==> config.mk <==
export PLATFORM = sky130hd
export DESIGN_NAME = spike_window_classifier
export DESIGN_NICKNAME = d
export VERILOG_FILES = /design/src/rtl/spike_window_classifier.sv
export SDC_FILE = /design/constraint.sdc
export NUM_CORES = 1
export LEC_CHECK = 0
export CAP_MARGIN = 10
export CORE_MARGIN = 2
export CORE_UTILIZATION = 59
export DETAILED_ROUTE_END_ITERATION = 10
export GPL_TIMING_DRIVEN = 0
export HOLD_SLACK_MARGIN = 0.05
export PLACE_DENSITY = 0.77
export SLEW_MARGIN = 20
export SYNTH_ARGS = -nofsm -noshare
export SYNTH_HDL_FRONTEND = slang
export SYNTH_SLANG_ARGS = --single-unit
export TNS_END_PERCENT = 5
==> constraint.sdc <==
create_clock -name clk -period 2.1 [get_ports clk]
set_clock_uncertainty 0.15 [all_clocks]
set_input_delay 0.315 -clock clk [delete_from_list [all_inputs] [get_ports clk]]
set_output_delay 0.315 -clock clk [all_outputs]
set_load 0.05 [all_outputs]
==> src/rtl/spike_window_classifier.sv <==
// Spike-count window classifier: counts spikes per output neuron over WINDOW cycles and reports
// the highest-count neuron (plus a tie flag) over valid/ready. Optional macro: CLASSIFIER_COUNTS_OUT_EN.
module spike_window_classifier #(
  parameter int N_OUT  = 2,
  parameter int CNT_W  = 8,
  parameter int WINDOW = 64,
  localparam int IDX_W = $clog2(N_OUT)
) (
  input  logic             clk,
  input  logic             reset,
  input  logic             start,
  input  logic [N_OUT-1:0] spikes_in,
  output logic             busy,
  output logic             result_valid,
  input  logic             result_ready,
  output logic [IDX_W-1:0] winner,
  output logic             tie
`ifdef CLASSIFIER_COUNTS_OUT_EN
  ,
  output logic [N_OUT*CNT_W-1:0] counts
`endif
);

  localparam int WIN_W = $clog2(WINDOW + 1);

  // Handshake: a result transfers on any rising edge where result_valid && result_ready;
  // result_valid, winner and tie stay stable until that edge.
  typedef enum logic [1:0] {S_IDLE, S_ACCUM, S_DECIDE, S_HOLD} state_t;

  state_t           state_q, state_d;
  logic [CNT_W-1:0] cnt_q [N_OUT];
  logic [CNT_W-1:0] cnt_d [N_OUT];
  logic [WIN_W-1:0] win_q, win_d;
  logic             busy_q, busy_d;
  logic             valid_q, valid_d;
  logic [IDX_W-1:0] winner_q, winner_d;
  logic             tie_q, tie_d;

  logic [CNT_W-1:0] max_val;
  logic [IDX_W-1:0] max_idx;
  logic             tie_c;
  logic             seen_max;

  // Strict '>' keeps the lowest index when several neurons share the maximum.
  always_comb begin
    max_val  = cnt_q[0];
    max_idx  = '0;
    tie_c    = 1'b0;
    seen_max = 1'b0;
    for (int i = 1; i < N_OUT; i++) begin
      if (cnt_q[i] > max_val) begin
        max_val = cnt_q[i];
        max_idx = IDX_W'(i);
      end
    end
    for (int i = 0; i < N_OUT; i++) begin
      if (cnt_q[i] == max_val) begin
        if (seen_max) tie_c = 1'b1;
        seen_max = 1'b1;
      end
    end
  end

  always_comb begin
    state_d  = state_q;
    cnt_d    = cnt_q;
    win_d    = win_q;
    winner_d = winner_q;
    tie_d    = tie_q;
    case (state_q)
      S_IDLE: begin
        if (start) begin
          for (int i = 0; i < N_OUT; i++) cnt_d[i] = '0;
          win_d   = '0;
          state_d = S_ACCUM;
        end
      end
      S_ACCUM: begin
        for (int i = 0; i < N_OUT; i++) begin
          if (spikes_in[i] && (cnt_q[i] != {CNT_W{1'b1}})) cnt_d[i] = cnt_q[i] + CNT_W'(1);
        end
        win_d = win_q + WIN_W'(1);
        if (win_q == WIN_W'(WINDOW - 1)) state_d = S_DECIDE;
      end
      S_DECIDE: begin
        winner_d = max_idx;
        tie_d    = tie_c;
        state_d  = S_HOLD;
      end
      S_HOLD: begin
        if (result_ready) begin
          if (start) begin
            for (int i = 0; i < N_OUT; i++) cnt_d[i] = '0;
            win_d   = '0;
            state_d = S_ACCUM;
          end else begin
            state_d = S_IDLE;
          end
        end
      end
      default: state_d = S_IDLE;
    endcase
    busy_d  = (state_d == S_ACCUM) || (state_d == S_DECIDE);
    valid_d = (state_d == S_HOLD);
  end

  always_ff @(posedge clk or posedge reset) begin
    if (reset) begin
      state_q  <= S_IDLE;
      win_q    <= '0;
      busy_q   <= 1'b0;
      valid_q  <= 1'b0;
      winner_q <= '0;
      tie_q    <= 1'b0;
      for (int i = 0; i < N_OUT; i++) cnt_q[i] <= '0;
    end else begin
      state_q  <= state_d;
      win_q    <= win_d;
      busy_q   <= busy_d;
      valid_q  <= valid_d;
      winner_q <= winner_d;
      tie_q    <= tie_d;
      for (int i = 0; i < N_OUT; i++) cnt_q[i] <= cnt_d[i];
    end
  end

  assign busy         = busy_q;
  assign result_valid = valid_q;
  assign winner       = winner_q;
  assign tie          = tie_q;

`ifdef CLASSIFIER_COUNTS_OUT_EN
  // Counters only move in ACCUM, so this is frozen from DECIDE until the next start.
  always_comb begin
    counts = '0;
    for (int i = 0; i < N_OUT; i++) counts[i*CNT_W +: CNT_W] = cnt_q[i];
  end
`endif

endmodule

==> results.sh <==
export IMPL_cts_htree_levels=2
export IMPL_ys_warnings_count=0
export IMPL_final_min_period_over_clock_period=0.932
export IMPL_clockBufferDepth=2
export IMPL_layoutNonFillerInstCount=233
export IMPL_gp_congestion=0.925
export IMPL_setup_repair_after_global_routing_missed_its_margin="false"
export IMPL_boundary_pins=10
export IMPL_synth_edf_count=0
export IMPL_tritoncts="yes"
export IMPL_die_width_um=58.8
export IMPL_grt_pass1_wl_um=6330
export IMPL_timing_max_slew_rel_slack=0.596
export IMPL_failing_checks="DRC"
export IMPL_worst_path_max_delay_cell="sky130_fd_sc_hd__clkdlybuf4s50_1"
export IMPL_clk_pin_slew_worst_paths_ns=0.10
export IMPL_fillerInstances=217
export IMPL_maximum_number_of_pins_on_one_net_before_global_route_repair=30
export IMPL_fmax_ghz=0.511
export IMPL_finish_utilization=0.707
export IMPL_fin_nets=219
export IMPL_grt_overflow=0
export IMPL_critPathArrivalTime_ns=1.49
export IMPL_dr_first_iter_drc_count=77
export IMPL_critical_path_max_stage_delay_ns=0.80
export IMPL_track_usage=0.246
export IMPL_viasPerCell=6.21
export IMPL_grt_pass1_vias=1388
export IMPL_postCtsHoldBufs=0
export IMPL_number_of_buffers_created_by_cts=5
export IMPL_power_ir_vdd_worst_mv=0.668
export IMPL_synth_distinct_cells=44
export IMPL_layout_cell_area_non_filler_um2=1980
export IMPL_synth_simple_gate_area_frac=0.205
export IMPL_die_h_um=58.8
export IMPL_final_hold_viol_count=0
export IMPL_setup_violations_final=0
export IMPL_place_area_um2=1900
export IMPL_routed_via_count=1447
export IMPL_most_common_layout_cells="29 x sky130_fd_sc_hd__dfrtp_1, 19 x sky130_fd_sc_hd__nand2_1, 12 x sky130_fd_sc_hd__xnor2_1, 12 x sky130_fd_sc_hd__ha_1"
export IMPL_final_period_minus_worst_setup_slack_ns=1.96
export IMPL_postRouteAntennaNets=0
export IMPL_hold_path_class="in2async"
export IMPL_max_slew_worst_pin_slew_ns=0.606
export IMPL_drive_above_1_share=0.134
export IMPL_holdWs_ns=0.217
export IMPL_crit_chain="clkdlybuf4s50_1"
export IMPL_syn_instance_count=185
export IMPL_wl_per_cell_um=15.9
export IMPL_timing_critical_path_fanout_max=2
export IMPL_synth_seq_area_share=0.410
export IMPL_fp_row_count=19
export IMPL_synthAdderAreaFrac=0.0848
export IMPL_criticalPathCategory="reg2out"
export IMPL_ys_ff_latch=29
export IMPL_mappedNetlistNets=203
export IMPL_critPathLaunchType="flop"
export IMPL_numPortBuffers=9
export IMPL_finalMaxSlewViolations=0
export IMPL_detailedRoute_firstPassIterationCount=9
export IMPL_synthesis_area_per_instance_um2=9.57
export IMPL_synth_xor_area_frac=0.0643
export IMPL_grt_antenna_before_repair=0
export IMPL_lkg_pwr_nw=0.856
export IMPL_synth_cell_area_um2=1770
export IMPL_dp_final_hpwl_um=2670
export IMPL_pwr_density_cell_nw_per_um2=1210
export IMPL_worst_path_buf_inv=1
export IMPL_die_footprint_um2=3460
export IMPL_floorplan_initialDensity=0.631
export IMPL_root_buffer="sky130_fd_sc_hd__clkbuf_4"
export IMPL_insertion_delay_ns=0.34
export IMPL_synth_async_reset_ratio=1.00
export IMPL_antenna_diode_count=0
export IMPL_outcome="finished with violations"
export IMPL_dp_cells=225
export IMPL_flow_area_growth_from_synthesis_pct=12.1
export IMPL_timing_max_cap_violations=0
export IMPL_synthMuxAreaShare=0.0226
export IMPL_cp_required_ns=1.63
export IMPL_coreArea_um2=2810
export IMPL_drt_wl_total_um=3700
export IMPL_synth_top_family_by_area="simple AND/OR/NAND/NOR gates"
export IMPL_synth_flop_cell="sky130_fd_sc_hd__dfrtp_1"
export IMPL_cell_type_group_with_the_largest_total_delay_on_the_critical_path="buffers and inverters"
export IMPL_endpoint_kind="output pin"
export IMPL_fraction_of_the_mapped_netlist_area_in_compound_gates=0.172
export IMPL_layout_commonest_cell="sky130_fd_sc_hd__dfrtp_1"
export IMPL_clkSinkCount=29
export IMPL_cts_setup_buffers=0
export IMPL_post_route_drc_count=1
[state kept, by name, summed over array words and instances, names as in the netlist]
signal	cells
result_valid	1
state_q	2
winner	1
cnt_q	16
busy	1
win_q	7
tie	1
[per-layer routing]
| layer | global-route usage | vias to the layer above | share of wire |
|---|---|---|---|
| li1 | - | 711 | - |
| met1 | 0.336 | 692 | 0.45 |
| met2 | 0.387 | 37 | 0.48 |
| met3 | 0.0462 | 7 | 0.055 |
| met4 | 0.0974 | 0 | 0.014 |
| met5 | 0 | - | 0 |
[area by class of cell]
| class | count | area [um2] | share of cell area |
|---|---|---|---|
| sequential | 29 | 726 | 0.366 |
| buffer | 5 | 32.5 | 0.0164 |
| multi-input combinational | 140 | 986 | 0.497 |
| timing repair buffer | 9 | 90.1 | 0.0454 |
| tap | 31 | 38.8 | 0.0195 |
| clock buffer | 7 | 65.1 | 0.0328 |
| clock inverter | 1 | 5.00 | 0.00252 |
| inverter | 11 | 41.3 | 0.0208 |
[cell families after synthesis]
kind of cell / count (synthesis)
AOI/OAI and AO/OA: 42
xor gates and xnor gates: 13
adders and majority gates: 12
buffers and inverters: 16
DFF: 29
muxes: 4
and+or+nand+nor: 69
[power breakdown]
part           total [W]  leakage (nW)  internal [W]  switching, W
clock network   0.000401        0.0413      0.000194      0.000207
registers        0.00102         0.360      0.000751      0.000267
logic           0.000979         0.455      0.000473      0.000506
[repair_timing]
| action | CTS | global route |
|---|---|---|
| endpoints found under the setup margin | 1 | 12 |
| endpoints found under the hold margin | 0 | 0 |
| gates resized for setup | 1 | 3 |
[path summary, 6_finish.rpt]
path	startpoint	to	slack [ns]	cells after the start
setup / recovery	tie	tie	0.14	1
setup reg to reg	cnt_q[8]	cnt_q[10]	0.15	5
min in group clk	tie	tie	0.35	2
hold reg to reg	tie	tie	0.35	2
hold / removal	reset	cnt_q[13]	0.22	2
max in group asynchronous	reset	cnt_q[4]	1.18	2
[Yosys cell counts (2+ instances only)]
cell type	number	area, um2
sky130_fd_sc_hd__ha_1	12	150
sky130_fd_sc_hd__a31o_2	2	17.5
sky130_fd_sc_hd__nand2b_1	3	18.8
sky130_fd_sc_hd__nand4_1	8	50.1
sky130_fd_sc_hd__nor2_1	10	37.5
sky130_fd_sc_hd__buf_2	2	10.0
sky130_fd_sc_hd__o211ai_1	3	22.5
sky130_fd_sc_hd__nand2_1	19	71.3
sky130_fd_sc_hd__o31ai_1	6	45.0
sky130_fd_sc_hd__and3_1	2	12.5
sky130_fd_sc_hd__and4_1	2	17.5
sky130_fd_sc_hd__a21oi_1	9	45.0
sky130_fd_sc_hd__nor2b_1	2	12.5
sky130_fd_sc_hd__o21ai_0	6	30.0
sky130_fd_sc_hd__dfrtp_1	29	726
sky130_fd_sc_hd__nor3_1	4	20.0
sky130_fd_sc_hd__or4_1	4	30.0
sky130_fd_sc_hd__xnor2_1	12	105
sky130_fd_sc_hd__a211oi_1	4	30.0
sky130_fd_sc_hd__mux2i_1	4	40.0
sky130_fd_sc_hd__nand3_1	9	45.0
sky130_fd_sc_hd__inv_1	11	41.3
[per-stage QoR]
step / setup WS, ns / setup TNS, ns / power (W)
after floorplan: 0.299 / 0 / 0.00174
after global placement: -0.0402 / -0.281 / 0.00193
after detailed placement: -0.0664 / -0.579 / 0.00199
after CTS: 0.0385 / 0 / 0.00240
after global routing: 0.0294 / 0 / 0.00261
final: 0.143 / 0 / 0.00240
No activity file was read; power rests on OpenSTA's default activity.
